## src/rtl/data_island_packet_receiver.sv

```systemverilog
// HDMI data-island receiver: preamble/guard-band framing, TERC4 decode and packet deserialization.
// Define DATA_ISLAND_RX_ECC_CHECK_EN to compile in per-packet BCH syndrome checking.
module data_island_packet_receiver #(
  parameter int PREAMBLE_LENGTH = 8,
  parameter int MAX_PACKETS     = 18
) (
  input  logic        pixelClock,
  input  logic        reset,
  input  logic [9:0]  channel0,
  input  logic [9:0]  channel1,
  input  logic [9:0]  channel2,
  output logic        islandActive,
  output logic        packetValid,
  output logic [23:0] header,
  output logic [55:0] subpacket0,
  output logic [55:0] subpacket1,
  output logic [55:0] subpacket2,
  output logic [55:0] subpacket3,
  output logic        packetIsFirst,
  output logic        headerEccError,
  output logic [3:0]  subpacketEccError,
  output logic        islandError
);

  localparam int CNT_W = $clog2(PREAMBLE_LENGTH + 1);
  localparam int PKT_W = $clog2(MAX_PACKETS + 1);
  localparam logic [CNT_W-1:0] PRE_LEN  = CNT_W'(PREAMBLE_LENGTH);
  localparam logic [9:0]       CODE_PRE = 10'b0010101011;
  localparam logic [9:0]       CODE_GB  = 10'b0100110011;

  typedef enum logic [2:0] {IDLE, PRE_CNT, LEAD_GB, PACKET, PKT_END, TRAIL_GB} state_t;

  function automatic logic [4:0] terc4_decode(input logic [9:0] code);
    logic [4:0] r;
    case (code)
      10'b1010011100: r = 5'h10;
      10'b1001100011: r = 5'h11;
      10'b1011100100: r = 5'h12;
      10'b1011100010: r = 5'h13;
      10'b0101110001: r = 5'h14;
      10'b0100011110: r = 5'h15;
      10'b0110001110: r = 5'h16;
      10'b0100111100: r = 5'h17;
      10'b1011001100: r = 5'h18;
      10'b0100111001: r = 5'h19;
      10'b0110011100: r = 5'h1A;
      10'b1011000110: r = 5'h1B;
      10'b1010001110: r = 5'h1C;
      10'b1001110001: r = 5'h1D;
      10'b0101100011: r = 5'h1E;
      10'b1011000011: r = 5'h1F;
      default:        r = 5'h00;
    endcase
    return r;
  endfunction

  // Channel 0 carries HSYNC/VSYNC in its low nibble bits, which the receiver ignores.
  function automatic logic [2:0] terc4_upper(input logic [9:0] code);
    logic [2:0] r;
    case (code)
      10'b1010011100, 10'b1001100011, 10'b1011100100, 10'b1011100010: r = 3'b100;
      10'b0101110001, 10'b0100011110, 10'b0110001110, 10'b0100111100: r = 3'b101;
      10'b1011001100, 10'b0100111001, 10'b0110011100, 10'b1011000110: r = 3'b110;
      10'b1010001110, 10'b1001110001, 10'b0101100011, 10'b1011000011: r = 3'b111;
      default:                                                         r = 3'b000;
    endcase
    return r;
  endfunction

  logic [2:0] t0;
  logic [4:0] t1, t2;
  logic       c0_valid, c0_flag, c0_hdr;
  logic       is_pre, is_gb, is_data;

  assign t0       = terc4_upper(channel0);
  assign t1       = terc4_decode(channel1);
  assign t2       = terc4_decode(channel2);
  assign c0_valid = t0[2];
  assign c0_flag  = t0[1];
  assign c0_hdr   = t0[0];
  assign is_pre   = (channel1 == CODE_PRE) && (channel2 == CODE_PRE);
  assign is_gb    = (channel1 == CODE_GB) && (channel2 == CODE_GB) && c0_valid && c0_flag && c0_hdr;
  assign is_data  = c0_valid && t1[4] && t2[4];

  state_t           state, state_nxt;
  logic [CNT_W-1:0] cnt, cnt_nxt;
  logic [4:0]       chr, chr_nxt;
  logic [PKT_W-1:0] pkt, pkt_nxt;
  logic             first, first_nxt;
  logic             load, emit, abort;

  always_ff @(posedge pixelClock) begin
    if (reset) state <= IDLE;
    else       state <= state_nxt;
  end

  always_comb begin
    state_nxt = state;
    cnt_nxt   = cnt;
    chr_nxt   = chr;
    pkt_nxt   = pkt;
    first_nxt = first;
    load      = 1'b0;
    emit      = 1'b0;
    abort     = 1'b0;
    case (state)
      IDLE: begin
        if (is_pre) begin
          state_nxt = PRE_CNT;
          cnt_nxt   = CNT_W'(1);
        end
      end
      PRE_CNT: begin
        if (is_pre) begin
          if (cnt != PRE_LEN) cnt_nxt = cnt + 1'b1;
        end else if (is_gb && cnt >= PRE_LEN) begin
          state_nxt = LEAD_GB;
        end else begin
          state_nxt = IDLE;
        end
      end
      LEAD_GB: begin
        if (is_gb) begin
          state_nxt = PACKET;
          chr_nxt   = 5'd0;
          pkt_nxt   = '0;
          first_nxt = 1'b1;
        end else begin
          abort = 1'b1;
        end
      end
      PACKET: begin
        // Only char 0 of the first packet carries a cleared ch0[3]; later packets enter at chr 1.
        if (is_data && (c0_flag == (chr != 5'd0))) begin
          load    = 1'b1;
          chr_nxt = chr + 5'd1;
          if (chr == 5'd31) begin
            state_nxt = PKT_END;
            emit      = 1'b1;
          end
        end else begin
          abort = 1'b1;
        end
      end
      PKT_END: begin
        if (is_data) begin
          if ((int'(pkt) + 1) < MAX_PACKETS && c0_flag) begin
            load      = 1'b1;
            chr_nxt   = 5'd1;
            pkt_nxt   = pkt + 1'b1;
            first_nxt = 1'b0;
            state_nxt = PACKET;
          end else begin
            abort = 1'b1;
          end
        end else if (is_gb) begin
          state_nxt = TRAIL_GB;
        end else begin
          abort = 1'b1;
        end
      end
      TRAIL_GB: begin
        if (is_gb) state_nxt = IDLE;
        else       abort     = 1'b1;
      end
      default: state_nxt = IDLE;
    endcase
    if (abort) state_nxt = IDLE;
  end

  // Deserializer: the newest character enters at the top, so char k ends at bit k (header) / 2k (subpacket).
  logic [30:0] hdr_sr;
  logic [31:0] hdr_shift;
  logic [61:0] sp_sr    [4];
  logic [63:0] sp_shift [4];

  always_comb begin
    hdr_shift = {c0_hdr, hdr_sr};
    for (int n = 0; n < 4; n++) sp_shift[n] = {t2[n], t1[n], sp_sr[n]};
  end

  always_ff @(posedge pixelClock) begin
    if (load) begin
      hdr_sr <= hdr_shift[31:1];
      for (int n = 0; n < 4; n++) sp_sr[n] <= sp_shift[n][63:2];
    end
  end

  logic       hdr_ecc_bad;
  logic [3:0] sp_ecc_bad;

`ifdef DATA_ISLAND_RX_ECC_CHECK_EN
  function automatic logic [7:0] bch_step(input logic [7:0] r, input logic b);
    return (r >> 1) ^ ((r[0] ^ b) ? 8'h83 : 8'h00);
  endfunction

  logic [7:0] hdr_syn, hdr_syn_nxt;
  logic [7:0] sp_syn     [4];
  logic [7:0] sp_syn_nxt [4];

  // Header takes one data bit per char (chars 0-23); subpackets take two (chars 0-27), ch1 bit first.
  always_comb begin
    hdr_syn_nxt = (chr == 5'd0) ? 8'h00 : hdr_syn;
    if (chr < 5'd24) hdr_syn_nxt = bch_step(hdr_syn_nxt, c0_hdr);
    for (int n = 0; n < 4; n++) begin
      sp_syn_nxt[n] = (chr == 5'd0) ? 8'h00 : sp_syn[n];
      if (chr < 5'd28) sp_syn_nxt[n] = bch_step(bch_step(sp_syn_nxt[n], t1[n]), t2[n]);
    end
  end

  always_ff @(posedge pixelClock) begin
    if (load) begin
      hdr_syn <= hdr_syn_nxt;
      for (int n = 0; n < 4; n++) sp_syn[n] <= sp_syn_nxt[n];
    end
  end

  always_comb begin
    hdr_ecc_bad = (hdr_syn_nxt != hdr_shift[31:24]);
    for (int n = 0; n < 4; n++) sp_ecc_bad[n] = (sp_syn_nxt[n] != sp_shift[n][63:56]);
  end
`else
  assign hdr_ecc_bad = 1'b0;
  assign sp_ecc_bad  = 4'b0000;
`endif

  always_ff @(posedge pixelClock) begin
    if (reset) begin
      cnt               <= '0;
      chr               <= '0;
      pkt               <= '0;
      first             <= 1'b0;
      islandActive      <= 1'b0;
      packetValid       <= 1'b0;
      islandError       <= 1'b0;
      header            <= '0;
      subpacket0        <= '0;
      subpacket1        <= '0;
      subpacket2        <= '0;
      subpacket3        <= '0;
      packetIsFirst     <= 1'b0;
      headerEccError    <= 1'b0;
      subpacketEccError <= '0;
    end else begin
      cnt          <= cnt_nxt;
      chr          <= chr_nxt;
      pkt          <= pkt_nxt;
      first        <= first_nxt;
      islandActive <= (state_nxt == LEAD_GB) || (state_nxt == PACKET) ||
                      (state_nxt == PKT_END) || (state_nxt == TRAIL_GB);
      packetValid  <= emit;
      islandError  <= abort;
      if (emit) begin
        header            <= hdr_shift[23:0];
        subpacket0        <= sp_shift[0][55:0];
        subpacket1        <= sp_shift[1][55:0];
        subpacket2        <= sp_shift[2][55:0];
        subpacket3        <= sp_shift[3][55:0];
        packetIsFirst     <= first;
        headerEccError    <= hdr_ecc_bad;
        subpacketEccError <= sp_ecc_bad;
      end
    end
  end

endmodule

```

## config.mk

```make
export PLATFORM = sky130hd
export DESIGN_NAME = data_island_packet_receiver
export DESIGN_NICKNAME = d
export VERILOG_FILES = /design/src/rtl/data_island_packet_receiver.sv
export SDC_FILE = /design/constraint.sdc
export NUM_CORES = 1
export LEC_CHECK = 0
export CORE_MARGIN = 4
export CORE_UTILIZATION = 54
export DETAILED_ROUTE_END_ITERATION = 8
export PLACE_DENSITY = 0.8
export SYNTH_ARGS = -nofsm -noshare
export SYNTH_HDL_FRONTEND = slang
export SYNTH_SLANG_ARGS = --single-unit
```

## constraint.sdc

```tcl
create_clock -name pixelClock -period 12.3 [get_ports pixelClock]
set_input_delay 3.075 -clock pixelClock [delete_from_list [all_inputs] [get_ports pixelClock]]
set_output_delay 3.075 -clock pixelClock [all_outputs]
set_load 0.02 [all_outputs]
```

==> results.md <==
- Final period util: 0.609
- Dpl hpwl: 26.7 mm
- Port buffer count: 283
- Min Tclk post-route: between 7 and 8 ns
- Number of flops mapped to enable cells by yosys: roughly 280
- Hold Path Class: flop to flop
- Global-route wire length before repair: 68.1 mm
- Worst setup EP type: flop
- CTS tree: done
- Die height: 198 um
- CP max stage cell: nand2_4
- Buf/Inv on CP: 2
- Top_reg_cell synth: edfxtp_1
- Hold Fails Final Rpt: 0
- Util after Layout: 0.677
- Std cell rows: 69
- Via density: 5.51
- GP Congestion: between 0.8 and 0.9
- WP data arrival: about 7.6 ns
- Largest net degree at the start of global routing: 249
- Layout cells sized above 1: 0.0491
- Nets: 1991
- Postcts setup bufs: 0
- Area growth syn-to-layout: 24.0%
- Filler cell count in the final layout: between 2k and 3k
- Clk_lat worst skew: 0.56 ns
- Max Cap Viol: 0
- Slew Limit Fails: 0
- Power Density: 145 mW/mm2
- R2R cell count: 9
- Post-Syn Area: 0.0194 mm2
- 1st-iter DRT viols: 1105
- Final setup viols: 0
- Post-CTS sizing: 0
- Post-cts hold buffer count: 0
- Drt drc: 0
- Total gr overflow: 0
- Setup Crit Path Kind: primary input to flop
- Io pins: 289
- Cells along the critical path: clkdlybuf4s50_1 > nor4bb_1 > nor4b_1 > a41oi_1 > o311ai_0 > o22ai_1 > nor2b_1 > nand3_1 > nand2_4 > buf_12
- Die ar.: 0.0391 mm2
- Flops & latches, synth: 549
- CP max stage delay: 0.76 ns
- Inserted Clock Buffers: 51
- Peak VDD IR: 0.000110 V
- H-tree levels: 2
- Final wirelength: 43.8 mm
- Chip width: 198 um
- Worst Path Max Fanout: 207
- Via count: around 14k
- Clock root buffer: clkbuf_16
- Synth unique cells: 74
- Cell family with most CP delay: simple AND/OR/NAND/NOR gates
- N_diodes: 0
- Gate Count Post-Synth: 1710
- Req. time, crit path: 12.45 ns
- Starting Density: 0.546
- RSZ-0062 raised after global routing: no
- Worst Tran Pin Value: around 1.3 ns
- Synth warn: 0
- Sequential-to-total area share from yosys stat: 0.709
- Clock skew: approximately 0.018 ns
- Post-placement cell area: 0.0224 mm2
- Antenna violations before repair: 0
- Antenna viol nets, final: 0
- Clock tree buffer depth: 3
- Startpoint types: primary input
- Avg WL per Cell: around 18 um
- GRT Total Usage: 0.213
- Post-synth ARST share: 0
- Total negative slack: 0 ns
- Vias in the first global route: 12.9k
- Status: complete, no violations
- Fmax: ~0.13 GHz
- Mean area per synthesized cell: 11.4 um2
- Post-route design area: 0.0241 mm2
- Total leakage power: 0.00766 uW
- Crit path depth: 10
- Core Box Area: around 0.036 mm2
- CTS Sinks: 549
- WHS Path Cells: 0
- Relative slew margins: 0.105
- Reg clk slew, reported paths: 0.06 ns
- Pre-Repair DR Iteration Count: 5
Yosys cell counts (all sizes together) (3+ instances only):
master	number	area (um2)
xnor2	6	52.6
nor4bb	9	90.1
nand4	5	31.3
edfxtp	279	8380
ha	6	75.1
and4bb	5	62.6
buf	63	347
nand4b	3	26.3
a31oi	7	43.8
nor2	30	113
nand3b	3	22.5
and3	7	43.8
nor4	4	25.0
o22ai	3	18.8
o21ai	17	85.1
or3	5	31.3
clkbuf	39	146
inv	15	56.3
a21oi	269	1350
xor2	10	87.6
nand2b	13	81.3
or4	3	26.3
nand3	14	70.1
nor4b	5	43.8
o41ai	3	26.3
o2111ai	3	32.5
nor2b	20	125
nand2	525	1970
or4bb	3	33.8
nor3	9	56.3
nor3b	4	35.0
or2	4	25.0
dfxtp	270	5410
o211ai	6	45.0
cells by family after synthesis:
logic type	after synthesis	share of synthesized area
AO/OA/AOI/OAI	337	0.0949
XOR/XNOR	16	0.00721
adder cells (fa/ha/maj)	6	0.00386
buffers and inverters	117	0.0283
flip-flops	549	0.709
multiplexers	1	0.000515
other	1	0.000193
AND/OR/NAND/NOR	683	0.156
power by group:
part | internal, uW | switching (uW) | total (uW)
Sequential | 1900 | 0.0000258 | 1900
Combinational | 19.1 | 35.3 | 54.5
Clock | 888 | 646 | 1530
path summary, 6_finish.rpt:
kind	startpoint	to	slack, ns
worst min-delay path	sp_sr[1][59]	sp_sr[1][57]	0.42
worst max register to register	pkt[0]	sp_sr[0][14]	8.21
worst max-delay path	channel2[2]	sp_sr[0][14]	4.81
worst min register to register	sp_sr[1][59]	sp_sr[1][57]	0.42
metrics by stage:
stage          std cells  hold slack (ns)  power, uW  worst slack [ns]
6_report            2456            0.418       3490              4.81
2_1_floorplan       1714            0.400       1980              1.07
5_1_grt             2456            0.423       3610              4.52
3_3_place_gp        2361            0.401       2000              4.43
3_5_place_dp        2361            0.405       2000              4.37
4_1_cts             2456            0.418       3520              4.96
placed cells by master, fill, tap and decap left out, types with 10 or more instances in the layout:
| master | n |
|---|---|
| clkbuf_1 | 18 |
| clkbuf_16 | 54 |
| clkbuf_8 | 11 |
| edfxtp_1 | 279 |
| nand2b_1 | 13 |
| inv_1 | 15 |
| o21ai_0 | 17 |
| nand3_1 | 14 |
| a21oi_1 | 269 |
| xor2_1 | 10 |
| nor2b_1 | 20 |
| nand2_1 | 524 |
| nor2_1 | 30 |
| clkdlybuf4s50_1 | 282 |
| dfxtp_1 | 270 |
per-layer routing:
metal,vias to the layer above,track usage,part of all wire,wire length [um]
met5,-,0,0,0
met4,0,0.0765,0.035,1530
met3,94,0.0358,0.058,2560
met2,456,0.359,0.50,22000
met1,6597,0.282,0.40,17700
li1,6397,-,-,-
flip-flops by register name (all words and copies together) (netlist names), 3 cells and up:
name        flops
subpacket1     56
sp_sr         248
subpacket0     56
chr             5
cnt             4
header         24
pkt             5
hdr_sr         31
subpacket2     56
state           3
subpacket3     56
area by class of cell:
type	count	area, um2	area share
repair buffers	288	2900	0.120
well taps	461	577	0.0239
clock inverters	13	98.8	0.00410
clock buffers	82	1560	0.0646
flip-flops and latches	549	13800	0.572
inverters	15	56.3	0.00234
multi-input cells	1048	5120	0.213
Note: power is estimated with default switching activity, not from simulation.
